$ cat config.mk
export PLATFORM = sky130hd
export DESIGN_NAME = wall_control_flat
export DESIGN_NICKNAME = d
export VERILOG_FILES = /design/src/rtl/wall_control_if.sv /design/src/rtl/wall_control.sv /design/src/flat_wrapper.sv
export SDC_FILE = /design/constraint.sdc
export NUM_CORES = 1
export LEC_CHECK = 0
export BUFFER_PORTS_ARGS = -buffer_cell sky130_fd_sc_hd__buf_2
export CORE_ASPECT_RATIO = 0.6
export CORE_MARGIN = 4
export CORE_UTILIZATION = 27
export DETAILED_ROUTE_END_ITERATION = 16
export SLEW_MARGIN = 20
export SYNTH_ARGS = -nofsm -noshare
export SYNTH_HDL_FRONTEND = slang
export SYNTH_SLANG_ARGS = --single-unit
export TNS_END_PERCENT = 1
$ cat constraint.sdc
create_clock -name clk -period 5.5 [get_ports clk]
set_clock_uncertainty 0.2 [all_clocks]
set_input_delay 0 -clock clk [delete_from_list [all_inputs] [get_ports clk]]
set_output_delay 0 -clock clk [all_outputs]
set_load 0.05 [all_outputs]
$ cat src/rtl/wall_control_if.sv
// rtl/wall_control_if.sv - pixel stream between the wall sequencer and the VGA plotter
// Signals:
//   plot        pixel valid
//   x, y        pixel coordinate (x 0..159, y 0..119)
//   colour      3-bit pixel colour
//   plot_ready  plotter accepts the current pixel this cycle
interface wall_control_if;
    logic       plot;
    logic [7:0] x;
    logic [6:0] y;
    logic [2:0] colour;
    logic       plot_ready;

    modport master (
        output plot,
        output x,
        output y,
        output colour,
        input  plot_ready
    );

    modport slave (
        input  plot,
        input  x,
        input  y,
        input  colour,
        output plot_ready
    );
endinterface

$ cat src/rtl/wall_control.sv
// rtl/wall_control.sv - scrolling-wall frame sequencer streaming pixels to the VGA plotter
// Ports:
//   clk, resetn        clock, asynchronous active-low reset
//   go                 level: run the game while high
//   halt               level: collision freeze, honoured only while waiting for a frame
//   pix (master)       plot/x/y/colour pixel stream with plot_ready back-pressure
//   wall_x             current wall left edge
//   hole_top           first row of the hole
//   busy               high during erase, move and draw
//   frame_done         one-cycle pulse after the last drawn coordinate
module wall_control #(
    parameter int         FRAME_DIV   = 833333,
    parameter int         WALL_SPEED  = 4,
    parameter int         WALL_W      = 4,
    parameter int         SCREEN_W    = 160,
    parameter int         SCREEN_H    = 120,
    parameter int         HOLE_H      = 40,
    parameter logic [2:0] WALL_COLOUR = 3'b010
) (
    input  logic                  clk,
    input  logic                  resetn,
    input  logic                  go,
    input  logic                  halt,
    wall_control_if.master        pix,
    output logic [7:0]            wall_x,
    output logic [6:0]            hole_top,
    output logic                  busy,
    output logic                  frame_done
);

    localparam int              CNT_W      = (FRAME_DIV > 1) ? $clog2(FRAME_DIV) : 1;
    localparam logic [CNT_W-1:0] CNT_LAST  = CNT_W'(FRAME_DIV - 1);
    localparam logic [7:0]      X_RELOAD   = 8'(SCREEN_W);
    localparam logic [7:0]      X_SPEED    = 8'(WALL_SPEED);
    localparam logic [7:0]      X_SPAN     = 8'(WALL_W - 1);
    localparam logic [6:0]      Y_LAST     = 7'(SCREEN_H - 1);
    localparam logic [6:0]      HOLE_RESET = 7'd40;
    localparam logic [6:0]      HOLE_BASE  = 7'd8;

    typedef enum logic [2:0] {
        IDLE,
        WAIT_FRAME,
        ERASE,
        MOVE,
        DRAW
    } state_t;

    state_t           state_q, state_d;
    logic [CNT_W-1:0] cnt_q, cnt_d;
    logic             pending_q, pending_d;
    logic [7:0]       lfsr_q, lfsr_d;
    logic [7:0]       wall_x_q, wall_x_d;
    logic [6:0]       hole_q, hole_d;
    logic             plot_q, plot_d;
    logic [7:0]       x_q, x_d;
    logic [6:0]       y_q, y_d;
    logic [2:0]       colour_q, colour_d;
    logic             busy_q, busy_d;
    logic             done_q, done_d;

    logic             cnt_wrap;
    logic [7:0]       x_end;
    logic             advance;
    logic             last_coord;
    logic [7:0]       nx;
    logic [6:0]       ny;

    // Solid wall everywhere except the HOLE_H rows starting at top.
    function automatic logic [2:0] row_colour(input logic [6:0] row, input logic [6:0] top);
        logic [7:0] r;
        logic [7:0] t;
        r = {1'b0, row};
        t = {1'b0, top};
        if ((r >= t) && (r < t + 8'(HOLE_H))) begin
            return 3'b000;
        end
        return WALL_COLOUR;
    endfunction

    always_comb begin
        state_d    = state_q;
        cnt_d      = cnt_q;
        pending_d  = pending_q;
        wall_x_d   = wall_x_q;
        hole_d     = hole_q;
        plot_d     = plot_q;
        x_d        = x_q;
        y_d        = y_q;
        colour_d   = colour_q;
        done_d     = 1'b0;
        // Fibonacci taps 8,6,5,4; the all-zero state is unreachable from 8'hA5.
        lfsr_d     = {lfsr_q[6:0], lfsr_q[7] ^ lfsr_q[5] ^ lfsr_q[4] ^ lfsr_q[3]};

        cnt_wrap   = (state_q != IDLE) && (cnt_q == CNT_LAST);
        x_end      = wall_x_q + X_SPAN;
        // A clipped coordinate (plot low) retires in one cycle regardless of ready.
        advance    = !plot_q || pix.plot_ready;
        last_coord = (y_q == Y_LAST) && (x_q == x_end);
        if (x_q == x_end) begin
            nx = wall_x_q;
            ny = y_q + 7'd1;
        end else begin
            nx = x_q + 8'd1;
            ny = y_q;
        end

        if (state_q == IDLE) begin
            cnt_d = '0;
        end else if (cnt_wrap) begin
            cnt_d = '0;
        end else begin
            cnt_d = cnt_q + 1'b1;
        end
        // One-deep: a wrap while already pending changes nothing.
        if (cnt_wrap) begin
            pending_d = 1'b1;
        end

        case (state_q)
            IDLE: begin
                plot_d = 1'b0;
                if (go) begin
                    // Initial wall is drawn in place; there is nothing to erase yet.
                    state_d  = DRAW;
                    x_d      = wall_x_q;
                    y_d      = 7'd0;
                    plot_d   = wall_x_q < X_RELOAD;
                    colour_d = row_colour(7'd0, hole_q);
                end
            end
            WAIT_FRAME: begin
                plot_d = 1'b0;
                if (!go) begin
                    state_d = IDLE;
                end else if (!halt && pending_q) begin
                    // Consuming the tick wins over a wrap landing in the same cycle.
                    pending_d = 1'b0;
                    state_d   = ERASE;
                    x_d       = wall_x_q;
                    y_d       = 7'd0;
                    plot_d    = wall_x_q < X_RELOAD;
                    colour_d  = 3'b000;
                end
            end
            ERASE, DRAW: begin
                if (advance) begin
                    if (last_coord) begin
                        plot_d = 1'b0;
                        if (state_q == ERASE) begin
                            state_d = MOVE;
                        end else begin
                            state_d = WAIT_FRAME;
                            done_d  = 1'b1;
                        end
                    end else begin
                        x_d      = nx;
                        y_d      = ny;
                        plot_d   = nx < X_RELOAD;
                        colour_d = (state_q == DRAW) ? row_colour(ny, hole_q) : 3'b000;
                    end
                end
            end
            MOVE: begin
                if (wall_x_q < X_SPEED) begin
                    wall_x_d = X_RELOAD;
                    hole_d   = HOLE_BASE + {1'b0, lfsr_q[5:0]};
                end else begin
                    wall_x_d = wall_x_q - X_SPEED;
                end
                state_d  = DRAW;
                x_d      = wall_x_d;
                y_d      = 7'd0;
                plot_d   = wall_x_d < X_RELOAD;
                colour_d = row_colour(7'd0, hole_d);
            end
            default: begin
                state_d = IDLE;
                plot_d  = 1'b0;
            end
        endcase

        busy_d = (state_d == ERASE) || (state_d == MOVE) || (state_d == DRAW);
    end

    always_ff @(posedge clk or negedge resetn) begin
        if (!resetn) begin
            state_q   <= IDLE;
            cnt_q     <= '0;
            pending_q <= 1'b0;
            lfsr_q    <= 8'hA5;
            wall_x_q  <= X_RELOAD;
            hole_q    <= HOLE_RESET;
            plot_q    <= 1'b0;
            x_q       <= 8'd0;
            y_q       <= 7'd0;
            colour_q  <= 3'b000;
            busy_q    <= 1'b0;
            done_q    <= 1'b0;
        end else begin
            state_q   <= state_d;
            cnt_q     <= cnt_d;
            pending_q <= pending_d;
            lfsr_q    <= lfsr_d;
            wall_x_q  <= wall_x_d;
            hole_q    <= hole_d;
            plot_q    <= plot_d;
            x_q       <= x_d;
            y_q       <= y_d;
            colour_q  <= colour_d;
            busy_q    <= busy_d;
            done_q    <= done_d;
        end
    end

    assign pix.plot   = plot_q;
    assign pix.x      = x_q;
    assign pix.y      = y_q;
    assign pix.colour = colour_q;
    assign wall_x     = wall_x_q;
    assign hole_top   = hole_q;
    assign busy       = busy_q;
    assign frame_done = done_q;

endmodule

$ cat src/flat_wrapper.sv
// flat-port wrapper written by rule: the top's interface ports become plain ports
module wall_control_flat 
#(
    parameter int         FRAME_DIV   = 833333,
    parameter int         WALL_SPEED  = 4,
    parameter int         WALL_W      = 4,
    parameter int         SCREEN_W    = 160,
    parameter int         SCREEN_H    = 120,
    parameter int         HOLE_H      = 40,
    parameter logic [2:0] WALL_COLOUR = 3'b010
)
  (clk, resetn, go, halt, wall_x, hole_top, busy, frame_done, pix_plot, pix_x, pix_y, pix_colour, pix_plot_ready);
  wall_control_if pix_i ();
  input  logic clk;
  input  logic resetn;
  input  logic go;
  input  logic halt;
  output logic [7:0] wall_x;
  output logic [6:0] hole_top;
  output logic busy;
  output logic frame_done;
  output wire logic [$bits(pix_i.plot)-1:0] pix_plot;
  output wire logic [$bits(pix_i.x)-1:0] pix_x;
  output wire logic [$bits(pix_i.y)-1:0] pix_y;
  output wire logic [$bits(pix_i.colour)-1:0] pix_colour;
  input wire logic [$bits(pix_i.plot_ready)-1:0] pix_plot_ready;
  assign pix_plot = pix_i.plot;
  assign pix_x = pix_i.x;
  assign pix_y = pix_i.y;
  assign pix_colour = pix_i.colour;
  assign pix_i.plot_ready = pix_plot_ready;
  wall_control #(.FRAME_DIV(FRAME_DIV), .WALL_SPEED(WALL_SPEED), .WALL_W(WALL_W), .SCREEN_W(SCREEN_W), .SCREEN_H(SCREEN_H), .HOLE_H(HOLE_H), .WALL_COLOUR(WALL_COLOUR)) u_core (.clk(clk), .resetn(resetn), .go(go), .halt(halt), .pix(pix_i), .wall_x(wall_x), .hole_top(hole_top), .busy(busy), .frame_done(frame_done));
endmodule
Word level (Yosys, flattened, before mapping). Index checks and enable logic that the tools add are counted.

Add/subtract/negate cells: 8. $lt $le $gt $ge: 10. Equality and inequality tests: 15. Mux-type cells: 63. Bitwise gates (word level): 3. Reductions and logical operators: 16.

Operator list (count): $mux W8 (8); $mux W7 (8); $mux W3 (17); $mux W20 (2); $pmux W8 S4 (1); $pmux W7 S4 (1); $lt A8 B8 Y1 const B (3); $pmux W3 S4 (2); $mux W1 (22); $add A20 B1 Y20 const B (1); $eq A20 B20 Y1 const B (1); $add A7 B6 Y8 const B (2); $lt A1 B8 Y1 const A (2); $ge A1 B7 Y1 const A (2); $eq A3 B2 Y1 const B (4); $add A8 B1 Y8 const B (1); $add A8 B2 Y8 const B (1); $eq A8 B8 Y1 (1); $lt A7 B8 Y1 (1); $lt A8 B3 Y1 const B (1); $sub A8 B3 Y8 const B (1); $add A4 B6 Y7 const A (1); $add A7 B1 Y7 const B (1); $eq A7 B7 Y1 const B (1); other kinds (16) (30).

Register bits after elaboration: 68. Output and inout bits: 36. Logic and storage cells: 127.

Longest topological paths before layout.
Depth after elaboration: 14. Gate-level depth with buffers: 17. Mapped depth without buffers: 15.

Worst setup path before layout. OpenSTA, ideal clock, no wires.

Kind: reg-to-reg. Start point: reg u_core.wall_x_q[3] (netlist: u_core.wall_x[3]). End point: reg u_core.colour_q[1] (netlist: u_core.pix.colour[1]). Arrival: 3.899 ns. Data required time: 5.179 ns. Slack: 1.280 ns. Stages on the path, launching flop included: 15. Clock period less this slack: 4.220 ns. Cell sequence: dfrtp_1 -> ha_1 -> xor3_1 -> or3_4 -> a2111oi_4 -> o211ai_4 -> clkbuf_1 -> nor2_1 -> xor2_1 -> ha_1 -> a2111o_1 -> o221ai_1 -> o311a_1 -> o221ai_1 -> a22o_1.

Word-level cells in the longest chain between the ends: 14. Elaborated cells between the ends (all ways): 28. Classes of those cells: add/sub (2); order compare (5); eq/ne (2); mux (15); reduce/logical (4).

RTL lines: start: declaration (RTL line wall_control.sv:52) `logic [7:0] wall_x_q, wall_x_d;`; start signal: assignment (RTL line wall_control.sv:204) `wall_x_q <= wall_x_d;`; $add A8 B2 Y8 (RTL line wall_control.sv:95) `x_end = wall_x_q + X_SPAN;`; $eq A8 B8 Y1 (RTL line wall_control.sv:98, wall_control.sv:99); $mux W7 (RTL line wall_control.sv:99) `if (x_q == x_end) begin`; $lt A7 B8 Y1 or $ge A7 B7 Y1 (tied branches) (RTL line wall_control.sv:74) `if ((r >= t) && (r < t + 8'(HOLE_H))) begin`; $logic_and A1 B1 Y1 (RTL line wall_control.sv:74); $mux W1 (RTL line wall_control.sv:74); $mux W1 (RTL line wall_control.sv:147) `if (last_coord) begin`; $mux W1 (RTL line wall_control.sv:146) `if (advance) begin`; $mux W1 (RTL line wall_control.sv:119) `case (state_q)`; $mux W3 (RTL line wall_control.sv:77) `return WALL_COLOUR;`; $mux W3 (RTL line wall_control.sv:159) `colour_d = (state_q == DRAW) ? row_colour(ny, hole_q) : 3'b000;`; $mux W3 (RTL line wall_control.sv:147); $mux W3 (RTL line wall_control.sv:146); $pmux W3 S4 (RTL line wall_control.sv:119); end signal: assignment (RTL line wall_control.sv:209) `colour_q <= colour_d;`; end: declaration (RTL line wall_control.sv:57) `logic [2:0] colour_q, colour_d;`.

Parallel ways exist; a longest one is shown, timed or not. The select of a mux whose other input is x is not followed. A chain may end at the register's enable or synchronous reset.

Worst setup path after layout.
Start point: reg u_core.wall_x_q[2] (netlist: u_core.wall_x[2]). End point: reg u_core.colour_q[1] (netlist: u_core.pix.colour[1]).

The elaborated chain is that of the path after synthesis.

==> impl_results.md <==
* Status: complete, no violations
* Final Max Slew Viols at 0
* Startpoint Class: flop
* Post-synth top area cell: dfrtp_1
* Detailed Place HPWL at 9340 um
* Flops & latches, synth at 66
* Die area at 18480 um^2
* Nets@finish at 554
* Largest net degree at the start of global routing at 67
* Rows at 35
* Final Non-Filler Cells at 734
* Number of synthesized flops with an enable pin at 0
* Kind of critical path: reg -> reg
* Top post-synthesis cells by area: dfrtp_1, ha_1, dfstp_2
* Multiplexer share of the synthesized area at 2.729%
* Worst Hold Depth at 4
* Tcrit/Tclk final at 82.46%
* Final Hold Violating Endpoints at 0
* # DRC at 0
* Post-CTS Resized at 0
* Cts bufs inserted at 9
* Pleak at 2.292 nW
* Die H at 106.9 um
* Area occupied by multi-input gates at 2551 um^2
* Initial Utilization at 28.08%
* DIE WIDTH at 172.8 um
* H-tree Lvls at 3
* RSZ-0062 raised after global routing: no
* Worst rel slew slack at 41.24%
* CTS tree: done
* Worst-margin pin slew at 0.8814 ns
* Buffers on Ports at 38
* PD cells at 332.7 nW/um^2
* Initial antenna violation count at 0
* Fmax at 220.5 MHz
* CP required at 5.52 ns
* Final setup fails at 0
* Max_cap viols at 0
* Drt initial violations at 474
* First-pass GRT wire length at 20930 um
* WL final at 12900 um
* Critical Path AT at 4.56 ns
* CTS max path bufs at 2
* Cells after synthesis at 497
* Io pins at 41
* Clock period minus worst slack at 4.535 ns
* Detailed-router iteration count before antenna repair at 5
* Synth Area in Simple Gates at 22.71%
* Mapped Area at 4402 um^2
* RD Place Congestion at 0.9445
* Primary FF master, synth: dfrtp_1
* Post-synthesis sequential area ratio at 37.75%
* DP Worst Slack at 1.071 ns
* Core area at 15680 um^2
* Setup WS post-layout at 0.9648 ns
* XOR/XNOR share of the synthesized area at 9.494%
* Placed Cells incl. Taps at 715
* WL/cell at 17.58 um
* Grt ovf at 0
* Syn Area/Cell at 8.857 um^2
* Final setup TNS at 0 ns
* Type of the tightest min-delay check: in -> reg
* N_diodes at 0
* DR vias/cell at 5.270
* Post CTS Setup Buffer Count at 0
* Clk root buf: clkbuf_16
* Post-CTS Hold Fix Bufs at 3
* Clock sinks at 66
* Worst R2R Path Depth at 13
* Yosys Warn Count at 0
* Register area at 1662 um^2
* Fillers at 1632
* Synth Area in Compound Gates at 16.23%
* Vias in the first global route at 3730
* Top post-synthesis cells by count: dfrtp_1, nor2_1, nand2_1
* Pwr Total at 1.701 mW
* Peak supply drop at 0.1562 mV
* Largest fanout on the critical path at 19
* Post-synth cell types at 63
* Total GRT Usage at 14.12%
* Synth async-reset ratio at 100.0%
* Area delta synth->final at 16.15%
* Hold WS at 0.04670 ns
* Clock Pin Slew Worst Setup and Hold Paths at 0.06 ns
* Adder-Cell Fraction of Synth Area at 6.538%
* Worst-Skew Late Latency at 0.33 ns
* Routed Antenna Nets at 0
* Layout cell share with drive strength beyond 1 at 15.25%
* Largest family of logic cells by synthesized area: simple AND/OR/NAND/NOR gates
* Via count at 3868
* Most frequent cell after synthesis: dfrtp_1
* Crit. End Element: flop
* Synth top area share at 32.97%
-- final cells by class --
cell class              count  area share (%)
multi-input cells         384           49.90
flip-flops and latches     66           32.50
well taps                 203           4.968
repair buffers             45           4.895
clock buffers              10           4.479
clock inverters             6           1.787
inverters                  20           1.468
-- kinds of logic (layout without fill, tap and decap cells) --
kind of cell             count (synthesis)  in the layout
AND/OR/NAND/NOR                        200            200
XOR/XNOR                                46             46
buffers and inverters                   48             81
other                                    1              2
flip-flops                              66             66
adder cells (fa/ha/maj)                 23             23
AO/OA/AOI/OAI                          102            102
multiplexers                            11             11
-- worst paths after layout --
path,from,to,slack [ns]
min,pix_plot_ready,u_core.state_q[0],0.05
max,u_core.wall_x[2],u_core.pix.colour[1],0.96
max reg2reg,u_core.wall_x[2],u_core.pix.colour[1],0.96
min reg2reg,u_core.lfsr_q[6],u_core.lfsr_q[7],0.15
max in group asynchronous,resetn,u_core.lfsr_q[6],4.32
min in group asynchronous,resetn,u_core.cnt_q[3],0.19
-- cell usage in the layout (no fill, tap or decap), types with 3 or more instances in the layout --
cell            n
a21o_1          6
a21oi_1        23
a31oi_1        13
and3_1          5
and4_1          3
buf_2          38
buf_4           4
clkbuf_16       9
clkinv_4        3
dfrtp_1        58
dfstp_2         8
dlygate4sd3_1   3
ha_1           23
inv_1          20
mux2_2          8
mux2i_1         3
nand2_1        49
nand2b_1        7
nand3_1        22
nand3b_1        4
nand4_1         7
nand4b_1        4
nor2_1         55
nor2b_1         5
nor3_1         16
nor3b_1         7
nor4_1          4
o211ai_1        3
o21ai_0        19
o221ai_1        5
o31ai_1         4
xnor2_1        22
xor2_1         23
-- state kept, by name, summed over array words and instances, names as in the netlist --
| name | flops |
|---|---|
| u_core.wall_x | 8 |
| u_core.state_q | 3 |
| u_core.pix.y | 7 |
| u_core.frame_done | 1 |
| u_core.cnt_q | 20 |
| u_core.pix.colour | 1 |
| u_core.lfsr_q | 8 |
| u_core.pix.x | 8 |
| u_core.hole_top | 7 |
| u_core.pix.plot | 1 |
| u_core.busy | 1 |
| u_core.pending_q | 1 |
-- where the power goes --
part	total [mW]	switching (mW)	leakage [nW]	internal, mW
logic	0.475	0.306	1.31	0.169
clock network	0.625	0.226	0.157	0.399
registers	0.602	0.0814	0.831	0.520
-- worst max-delay path, stage by stage, from the launching register on --
cell       delay (ns)
dfrtp_1          0.60
ha_1             0.26
xor3_1           0.42
or3_4            0.35
a2111oi_4        0.51
o211ai_4         0.27
nor2_1           0.25
xnor2_1          0.19
ha_1             0.29
a2111o_1         0.37
o221ai_1         0.19
o311a_1          0.20
o221ai_1         0.12
a22o_1           0.22
-- routing by layer --
metal / global-route usage [%] / wire length, um / vias up
met2: 19.05 / 5216 / 144
met4: 2.618 / 72 / 0
li1: - / - / 1828
met1: 21.92 / 6461 / 1889
met3: 4.299 / 1153 / 7
met5: 0 / 0 / -
-- per-stage QoR --
step / utilization (%) / area (um^2)
4_1_cts: 32.59 / 5109
2_1_floorplan: - / 4405
3_3_place_gp: 30.35 / 4758
5_1_grt: 32.61 / 5112
6_report: 32.61 / 5112
3_5_place_dp: 30.35 / 4758
Note: power is estimated with default switching activity, not from simulation.
